`src/rtl/alu_op_decoder_if.sv`:
```
// Handshake and decoded-field bundle between the fetch queue, the decoder and the ALU stage.
// The slave modport is the decoder's view; master is the upstream/downstream environment.
interface alu_op_decoder_if #(
    parameter int CNT_W = 16
);
    logic             in_valid;
    logic             in_ready;
    logic [31:0]      instr;
    logic             out_valid;
    logic             out_ready;
    logic [4:0]       op_code;
    logic [4:0]       shamt;
    logic [4:0]       rs_addr;
    logic [4:0]       rt_addr;
    logic [4:0]       rd_addr;
    logic             wr_en;
    logic             is_jr;
    logic             illegal;
    logic [CNT_W-1:0] illegal_count;

    modport slave (
        input  in_valid, instr, out_ready,
        output in_ready, out_valid, op_code, shamt, rs_addr, rt_addr, rd_addr,
               wr_en, is_jr, illegal, illegal_count
    );

    modport master (
        output in_valid, instr, out_ready,
        input  in_ready, out_valid, op_code, shamt, rs_addr, rt_addr, rd_addr,
               wr_en, is_jr, illegal, illegal_count
    );
endinterface

```
`src/rtl/alu_op_decoder.sv`:
```
// R-type MIPS decode stage: registered 1-cycle decode behind a 2-entry skid buffer,
// with a saturating count of accepted illegal instructions.
module alu_op_decoder #(
    parameter int         CNT_W      = 16,
    parameter logic [4:0] ILLEGAL_OP = 5'd12
) (
    input logic              clk,
    input logic              rst,
    alu_op_decoder_if.slave  bus
);
    typedef struct packed {
        logic [4:0] op;
        logic [4:0] shamt;
        logic [4:0] rs;
        logic [4:0] rt;
        logic [4:0] rd;
        logic       wr_en;
        logic       is_jr;
        logic       illegal;
    } dec_t;

    localparam logic [1:0] ST_EMPTY = 2'd0;
    localparam logic [1:0] ST_ONE   = 2'd1;
    localparam logic [1:0] ST_TWO   = 2'd2;

    localparam dec_t RST_FIELDS = '{ILLEGAL_OP, 5'd0, 5'd0, 5'd0, 5'd0, 1'b0, 1'b0, 1'b0};

    function automatic dec_t decode(input logic [31:0] w);
        dec_t d;
        d.op      = ILLEGAL_OP;
        d.illegal = 1'b1;
        d.shamt   = w[10:6];
        d.rs      = w[25:21];
        d.rt      = w[20:16];
        d.rd      = w[15:11];
        if (w == '0) begin
            d.op      = 5'd12;
            d.illegal = 1'b0;
        end else if (w[31:26] == '0) begin
            d.illegal = 1'b0;
            case (w[5:0])
                6'h20:   d.op = 5'd0;
                6'h21:   d.op = 5'd1;
                6'h22:   d.op = 5'd2;
                6'h23:   d.op = 5'd3;
                6'h24:   d.op = 5'd4;
                6'h25:   d.op = 5'd5;
                6'h27:   d.op = 5'd6;
                6'h2A:   d.op = 5'd7;
                6'h00:   d.op = 5'd8;
                6'h02:   d.op = 5'd9;
                6'h03:   d.op = 5'd10;
                6'h08:   d.op = 5'd11;
                default: begin
                    d.op      = ILLEGAL_OP;
                    d.illegal = 1'b1;
                end
            endcase
        end
        d.wr_en = !d.illegal && (d.op <= 5'd10) && (d.rd != 5'd0);
        d.is_jr = !d.illegal && (d.op == 5'd11);
        return d;
    endfunction

    logic [1:0]       state_q, state_d;
    dec_t             out_q, out_d;
    dec_t             skid_q, skid_d;
    logic             in_ready_q, in_ready_d;
    logic [CNT_W-1:0] cnt_q, cnt_d;

    logic accept, deliver;
    dec_t dec_in;

    assign dec_in  = decode(bus.instr);
    assign accept  = bus.in_valid && in_ready_q;
    assign deliver = (state_q != ST_EMPTY) && bus.out_ready;

    always_comb begin
        state_d = state_q;
        out_d   = out_q;
        skid_d  = skid_q;
        cnt_d   = cnt_q;
        case (state_q)
            ST_EMPTY: begin
                if (accept) begin
                    state_d = ST_ONE;
                    out_d   = dec_in;
                end
            end
            ST_ONE: begin
                if (accept && deliver) begin
                    out_d = dec_in;
                end else if (accept) begin
                    state_d = ST_TWO;
                    skid_d  = dec_in;
                end else if (deliver) begin
                    state_d = ST_EMPTY;
                end
            end
            ST_TWO: begin
                // in_ready is low here, so a delivery can only promote the skid entry
                if (deliver) begin
                    state_d = ST_ONE;
                    out_d   = skid_q;
                end
            end
            default: state_d = ST_EMPTY;
        endcase
        if (accept && dec_in.illegal && (cnt_q != '1)) begin
            cnt_d = cnt_q + 1'b1;
        end
        in_ready_d = (state_d != ST_TWO);
    end

    always_ff @(posedge clk) begin
        if (rst) begin
            state_q    <= ST_EMPTY;
            out_q      <= RST_FIELDS;
            skid_q     <= RST_FIELDS;
            in_ready_q <= 1'b1;
            cnt_q      <= '0;
        end else begin
            state_q    <= state_d;
            out_q      <= out_d;
            skid_q     <= skid_d;
            in_ready_q <= in_ready_d;
            cnt_q      <= cnt_d;
        end
    end

    assign bus.in_ready      = in_ready_q;
    assign bus.out_valid     = (state_q != ST_EMPTY);
    assign bus.op_code       = out_q.op;
    assign bus.shamt         = out_q.shamt;
    assign bus.rs_addr       = out_q.rs;
    assign bus.rt_addr       = out_q.rt;
    assign bus.rd_addr       = out_q.rd;
    assign bus.wr_en         = out_q.wr_en;
    assign bus.is_jr         = out_q.is_jr;
    assign bus.illegal       = out_q.illegal;
    assign bus.illegal_count = cnt_q;
endmodule

```
`src/flat_wrapper.sv`:
```
// flat-port wrapper written by rule: the top's interface ports become plain ports
module alu_op_decoder_flat 
#(
    parameter int         CNT_W      = 16,
    parameter logic [4:0] ILLEGAL_OP = 5'd12
)
  (clk, rst, bus_in_valid, bus_instr, bus_out_ready, bus_in_ready, bus_out_valid, bus_op_code, bus_shamt, bus_rs_addr, bus_rt_addr, bus_rd_addr, bus_wr_en, bus_is_jr, bus_illegal, bus_illegal_count);
  alu_op_decoder_if #(.CNT_W(CNT_W)) bus_i ();
  input logic clk;
  input logic rst;
  input wire logic [$bits(bus_i.in_valid)-1:0] bus_in_valid;
  input wire logic [$bits(bus_i.instr)-1:0] bus_instr;
  input wire logic [$bits(bus_i.out_ready)-1:0] bus_out_ready;
  output wire logic [$bits(bus_i.in_ready)-1:0] bus_in_ready;
  output wire logic [$bits(bus_i.out_valid)-1:0] bus_out_valid;
  output wire logic [$bits(bus_i.op_code)-1:0] bus_op_code;
  output wire logic [$bits(bus_i.shamt)-1:0] bus_shamt;
  output wire logic [$bits(bus_i.rs_addr)-1:0] bus_rs_addr;
  output wire logic [$bits(bus_i.rt_addr)-1:0] bus_rt_addr;
  output wire logic [$bits(bus_i.rd_addr)-1:0] bus_rd_addr;
  output wire logic [$bits(bus_i.wr_en)-1:0] bus_wr_en;
  output wire logic [$bits(bus_i.is_jr)-1:0] bus_is_jr;
  output wire logic [$bits(bus_i.illegal)-1:0] bus_illegal;
  output wire logic [$bits(bus_i.illegal_count)-1:0] bus_illegal_count;
  assign bus_i.in_valid = bus_in_valid;
  assign bus_i.instr = bus_instr;
  assign bus_i.out_ready = bus_out_ready;
  assign bus_in_ready = bus_i.in_ready;
  assign bus_out_valid = bus_i.out_valid;
  assign bus_op_code = bus_i.op_code;
  assign bus_shamt = bus_i.shamt;
  assign bus_rs_addr = bus_i.rs_addr;
  assign bus_rt_addr = bus_i.rt_addr;
  assign bus_rd_addr = bus_i.rd_addr;
  assign bus_wr_en = bus_i.wr_en;
  assign bus_is_jr = bus_i.is_jr;
  assign bus_illegal = bus_i.illegal;
  assign bus_illegal_count = bus_i.illegal_count;
  alu_op_decoder #(.CNT_W(CNT_W), .ILLEGAL_OP(ILLEGAL_OP)) u_core (.clk(clk), .rst(rst), .bus(bus_i));
endmodule
```
`config.mk`:
```
export PLATFORM = sky130hd
export DESIGN_NAME = alu_op_decoder_flat
export DESIGN_NICKNAME = d
export VERILOG_FILES = /design/src/rtl/alu_op_decoder_if.sv /design/src/rtl/alu_op_decoder.sv /design/src/flat_wrapper.sv
export SDC_FILE = /design/constraint.sdc
export NUM_CORES = 1
export LEC_CHECK = 0
export ABC_AREA = 1
export CAP_MARGIN = 20
export CORE_ASPECT_RATIO = 1.5
export CORE_MARGIN = 1.5
export CORE_UTILIZATION = 30
export CTS_BUF_LIST = sky130_fd_sc_hd__clkbuf_8
export DETAILED_ROUTE_END_ITERATION = 7
export PLACE_DENSITY = 0.5
export SLEW_MARGIN = 20
export SYNTH_ARGS = -nofsm -noshare
export SYNTH_HDL_FRONTEND = slang
export SYNTH_SLANG_ARGS = --single-unit
export TNS_END_PERCENT = 5
```
`constraint.sdc`:
```
create_clock -name clk -period 1.9 [get_ports clk]
set_input_delay 0.38 -clock clk [delete_from_list [all_inputs] [get_ports clk]]
set_output_delay 0.38 -clock clk [all_outputs]
set_load 0.01 [all_outputs]
```
== Word-level counts from Yosys, hierarchy flattened ==
Cells that the tools add are included.
Word-level totals
  input port bits: 36
  latch bits: 0
  memory bits (writable): 0
  bits in read-only memories: 0
  memories: 0
  word-level logic and storage cells: 76
  bits in registers: 75
  output and inout bits: 46
Operators by class
  $lt $le $gt $ge: 1
  bitwise logic cells: 1
  eq/ne operators: 19
  shifts and indexed selects: 0
  muxes and demuxes: 16
  $mul: 0
  $add $sub $neg: 1
  div/mod/pow operators: 0
  reduce and logical (&&, ||, !) cells: 19
Operators with widths (count)
  $mux W28: 3
  $pmux W28 S3: 1
  $eq A6 B6 Y1 const B: 8
  $pmux W4 S12: 1
  $logic_not A32 Y1: 1
  $add A16 B1 Y16 const B: 1
  $ne A16 B16 Y1 const B: 1
  $eq A6 B2 Y1 const B: 2
  $logic_not A6 Y1: 2
  $reduce_or A12 Y1: 1
  $mux W2: 5
  $mux W5: 2
  $logic_and A1 B1 Y1: 8
  $eq A6 B4 Y1 const B: 1
  $ne A2 B1 Y1 const B: 3
  $pmux W2 S3: 1
  $eq A5 B4 Y1 const B: 1
  $le A5 B4 Y1 const B: 1
  $reduce_bool A5 Y1: 1
  $reduce_and A4 Y1: 1
  $mux W1: 3
  $reduce_and A3 Y1: 1
  $reduce_bool A3 Y1: 1
  $eq A2 B1 Y1 const B: 1
  other kinds (6): 6

== Depth between registers and ports, before layout ==
  word-level depth: 10
  mapped depth: 13
  gate-level depth less buffers: 13

== Worst setup path after synthesis ==
Ideal clock, no wire load.
  path type: register to register
  from: register u_core.cnt_q[0] (netlist: u_core.bus.illegal_count[0])
  to: register u_core.cnt_q[0] (netlist: u_core.bus.illegal_count[0])
  setup time: 128 ps
  period minus slack after synthesis: 1632 ps
  data arrival time: 1504 ps
  path slack: 268 ps
  stages on the path, launching flop included: 12
  buffers on the path: 1
  required time: 1772 ps
  cells stage by stage: dfxtp_1 ha_1 inv_1 nor3_1 nand3_1 inv_1 nand2_1 nand3_4 inv_2 buf_6 o21ai_1 a21oi_1
Between the ends
  cells in the longest elaborated chain, start to end: 2
  elaborated cells between the ends (all ways): 3
  those cells by class: add/sub (1); eq/ne (1); reduce/logical (1)
Ends and longest elaborated chain
  from (decl): RTL line alu_op_decoder.sv:69  | logic [CNT_W-1:0] cnt_q, cnt_d;
  from (signal assigned): RTL line alu_op_decoder.sv:127  | cnt_q <= cnt_d;
  parallel branches: the longest is 2 deep, another holds $add A16 B1 Y16
Several ways; the timed one is not identified.
A chain may end at the register's enable or synchronous reset.

== Worst setup path in the final report ==
  from: input port bus_instr[2]
  to: register u_core.cnt_q[2] (netlist: u_core.bus.illegal_count[2])
Between the ends
  cells in the longest elaborated chain, start to end: 7
  elaborated cells between the ends (all ways): 19
  those cells by class: eq/ne (11); mux (3); reduce/logical (5)
Ends and longest elaborated chain
  from (decl): RTL line flat_wrapper.sv:12  | input wire logic [$bits(bus_i.instr)-1:0] bus_instr;
  $eq A6 B6 Y1 (tied with other cells): RTL line alu_op_decoder.sv:41  | case (w[5:0])
  $reduce_or A12 Y1 (no source line)
  $mux W1: RTL line alu_op_decoder.sv:41
  $mux W1: RTL line alu_op_decoder.sv:39  | end else if (w[31:26] == '0) begin
  $mux W1 (*): RTL line alu_op_decoder.sv:36  | if (w == '0) begin
  $logic_and A1 B1 Y1 (*) (2 in series): RTL line alu_op_decoder.sv:109  | if (accept && dec_in.illegal && (cnt_q != '1)) begin
Mark *: on every way between the ends. The rest lies on a longest branch, timed or not.

==> impl_metrics.ini <==
[grt]
gr-total-overflow = 0
grt_usage_pct = 17.64
grt_max_degree = 30
grt_pass1_wl_mm = 16.99
antenna_found_initial = 0
grt_pass1_vias = 3463

[clock_network]
clk_pin_slew_ps = 80
clk_path_buf_depth = 2
h-tree-depth = 3
ctsHoldBuffers = 0
clk_latency_ps = 350
cts_tree = done
root_buffer = clkbuf_8
cts_inserted_buffers = 9
clock_sinks = 73

[sta]
fin_skew_ps = 5.545
slew_violations = 0
setup_ws_ps = 29.21
rsz0062_at_grt = true
post-route-min-period_ps = 1871
hold_viol_final = 0
fmaxAchievable_ghz = 0.5345
finalCritPeriodShare_pct = 98.46
hold_ws_ps = 464.1
setup_viol = 0

[synthesis]
syn_inst = 494
synth-edff-count = 0
synthesis.nets = 531
syn-cell-area_um2 = 3402
ys_seq_area_share_pct = 42.96
async_reset_ff_share_pct = 0
ys_ff_latch = 73
netlist_top_cells_count = 100 x nand2_1, 86 x nor2_1, 73 x dfxtp_1
yosysMostFrequentCell = nand2_1
synth_cell_types = 32
yosys.area.top_type_share_pct = 42.96
synth_flop_cell = dfxtp_1
synth.avg_cell_area_um2 = 6.887
ys_warn_count = 0
yosysTopAreaCell = dfxtp_1
synth.area.top_cells = dfxtp_1 43%, nand2_1 11%, nor2_1 9.5%

[detailed_routing]
drtPass1Iterations = 4
vias = 3512
wl_mm = 10.16
routedWlPerCell_um = 13.61
routed_via_density = 4.701
ant_nets = 0
post-route-drc-count = 0
first_iter_violations = 109

[placed_design]
preCtsSetupSlack_ps = -324.5
port_buffers = 80
place.gp.congestion = 0.8672
dp_hpwl_mm = 7.320
placed_cells_incl_taps = 729

[die]
start_util_pct = 30.77
placementRows = 47
die_width_um = 89.95
die_h_um = 133.4
dieArea_um2 = 12000
io-pin-count = 82
fp.coreArea_um2 = 11060

[critical_path]
start_kind = input port
end_kind = register
setup.worst_path.class = in2reg
crit_family = buffers and inverters
crit_path_top_delay_cell = clkdlybuf4s50_1
r2r_start = u_core.bus.illegal_count[1]
cp_data_required_time_ps = 2140
slowest_delay_ps = 520
path_buf_inv = 3
critical_path_arrival_ps = 2110
startpoint = bus_instr[2]
critPathMaxFanout = 7
cp_cell_sequence = clkdlybuf4s50_1, inv_1, o211ai_1, nand3_2, nand2_4, nand3_4, buf_4, nor3_1, nor2_1

[status]
run_status = finished, final reports clean

[pwr]
vdd_drop_max_uv = 321.0
leakagePower_nw = 1.968
p_per_area_nw_per_um2 = 688.2
p_total_mw = 3.316

[hold_path]
min-delay-start = u_core.bus.illegal_count[8]
hold_path_class = reg2reg

[layout]
fin_util_pct = 43.58
drive_gt1_share_pct = 11.83
final_cell_count_no_fill = 747
syn_to_final_growth_pct = 41.63
nNetsFinal = 632
antenna_cells = 0

[flow_run]
drv_cap = 0
-- cells by family (layout without fill, tap and decap cells) --
logic type	after synthesis	after routing	synth area share [%]
AND/OR/NAND/NOR	239	240	30.05
AO/OA/AOI/OAI	108	108	17.10
flip-flops	73	73	42.96
buffers and inverters	65	170	7.613
XOR/XNOR	7	7	1.802
adder cells (fa/ha/maj)	1	1	0.3677
other	1	1	0.1102
-- final timing paths --
path	slack, ps	depth (start not counted)	endpoint
setup / recovery	30	9	u_core.bus.illegal_count[2]
hold / removal	460	2	u_core.bus.illegal_count[8]
hold reg to reg	460	2	u_core.bus.illegal_count[8]
setup reg to reg	210	11	u_core.bus.illegal_count[13]
-- worst register-to-register path, stage by stage, from the launching register on --
cell and delay [ps]:
dfxtp_2 370, ha_1 180, inv_1 90, nor3_1 180, nand3_1 90, inv_1 90
nand2_1 120, nand3_4 150, inv_4 60, buf_12 130, nand2_1 70, a21oi_2 50
-- metal layers --
metal / global-route usage [%] / vias to the layer above / wire length [um]
li1: - / 1825 / -
met1: 20.49 / 1590 / 4392
met2: 31.68 / 81 / 5171
met3: 3.253 / 16 / 415
met4: 7.319 / 0 / 183
met5: 0 / - / 0
-- layout by cell type (no fill, tap or decap), types with 3 or more instances in the layout --
cell type / netlist / layout
nand2_1: 100 / 100
nor2_1: 86 / 84
clkdlybuf4s50_1: 0 / 76
dfxtp_1: 73 / 72
o21ai_0: 56 / 55
inv_1: 35 / 35
buf_4: 2 / 28
a21oi_1: 25 / 25
nand3_1: 21 / 21
a31oi_1: 20 / 20
clkbuf_8: 0 / 10
nor3_1: 10 / 9
nand4_1: 6 / 6
buf_12: 0 / 6
nor2_2: 4 / 5
xnor2_1: 5 / 5
clkinv_2: 0 / 5
inv_2: 5 / 4
dlymetal6s2s_1: 0 / 4
nand3_2: 2 / 3
nor4_1: 3 / 3
-- registers in the layout (all words and copies together) (netlist names) --
| name | flops |
|---|---|
| u_core.bus.in_ready | 1 |
| u_core.bus.illegal | 1 |
| u_core.bus.rs_addr | 5 |
| u_core.bus.op_code | 4 |
| u_core.bus.rt_addr | 5 |
| u_core.skid_q | 27 |
| u_core.bus.illegal_count | 16 |
| u_core.bus.rd_addr | 5 |
| u_core.state_q | 2 |
| u_core.bus.shamt | 5 |
| u_core.bus.is_jr | 1 |
| u_core.bus.wr_en | 1 |
-- where the power goes --
group          leakage [nW]  internal (mW)  switching, mW
Clock                0.0956          0.500          0.591
Sequential            0.597           1.61         0.0407
Combinational          1.28          0.293          0.282
Total                  1.97           2.40          0.913
-- metrics by stage --
step,TNS (ps),area (um2)
2_1_floorplan,0,3402
3_3_place_gp,-5003,4601
3_5_place_dp,-6654,4601
4_1_cts,0,4772
5_1_grt,-120.6,4818
6_report,0,4818
-- cell type report --
| class | count | area [um2] |
|---|---|---|
| sequential | 73 | 1463 |
| fill | 1185 | 6237 |
| tap | 147 | 183.9 |
| clock buffer | 10 | 137.6 |
| inverter | 40 | 152.6 |
| clock inverter | 6 | 33.78 |
| timing repair buffer | 114 | 1141 |
| multi-input combinational | 357 | 1707 |
-- repair_timing --
item | CTS | global route
buffers inserted | 0 | 1
endpoints found under the setup margin | 0 | 19
gates resized for setup | 0 | 11
Note: power is estimated with default switching activity, not from simulation.
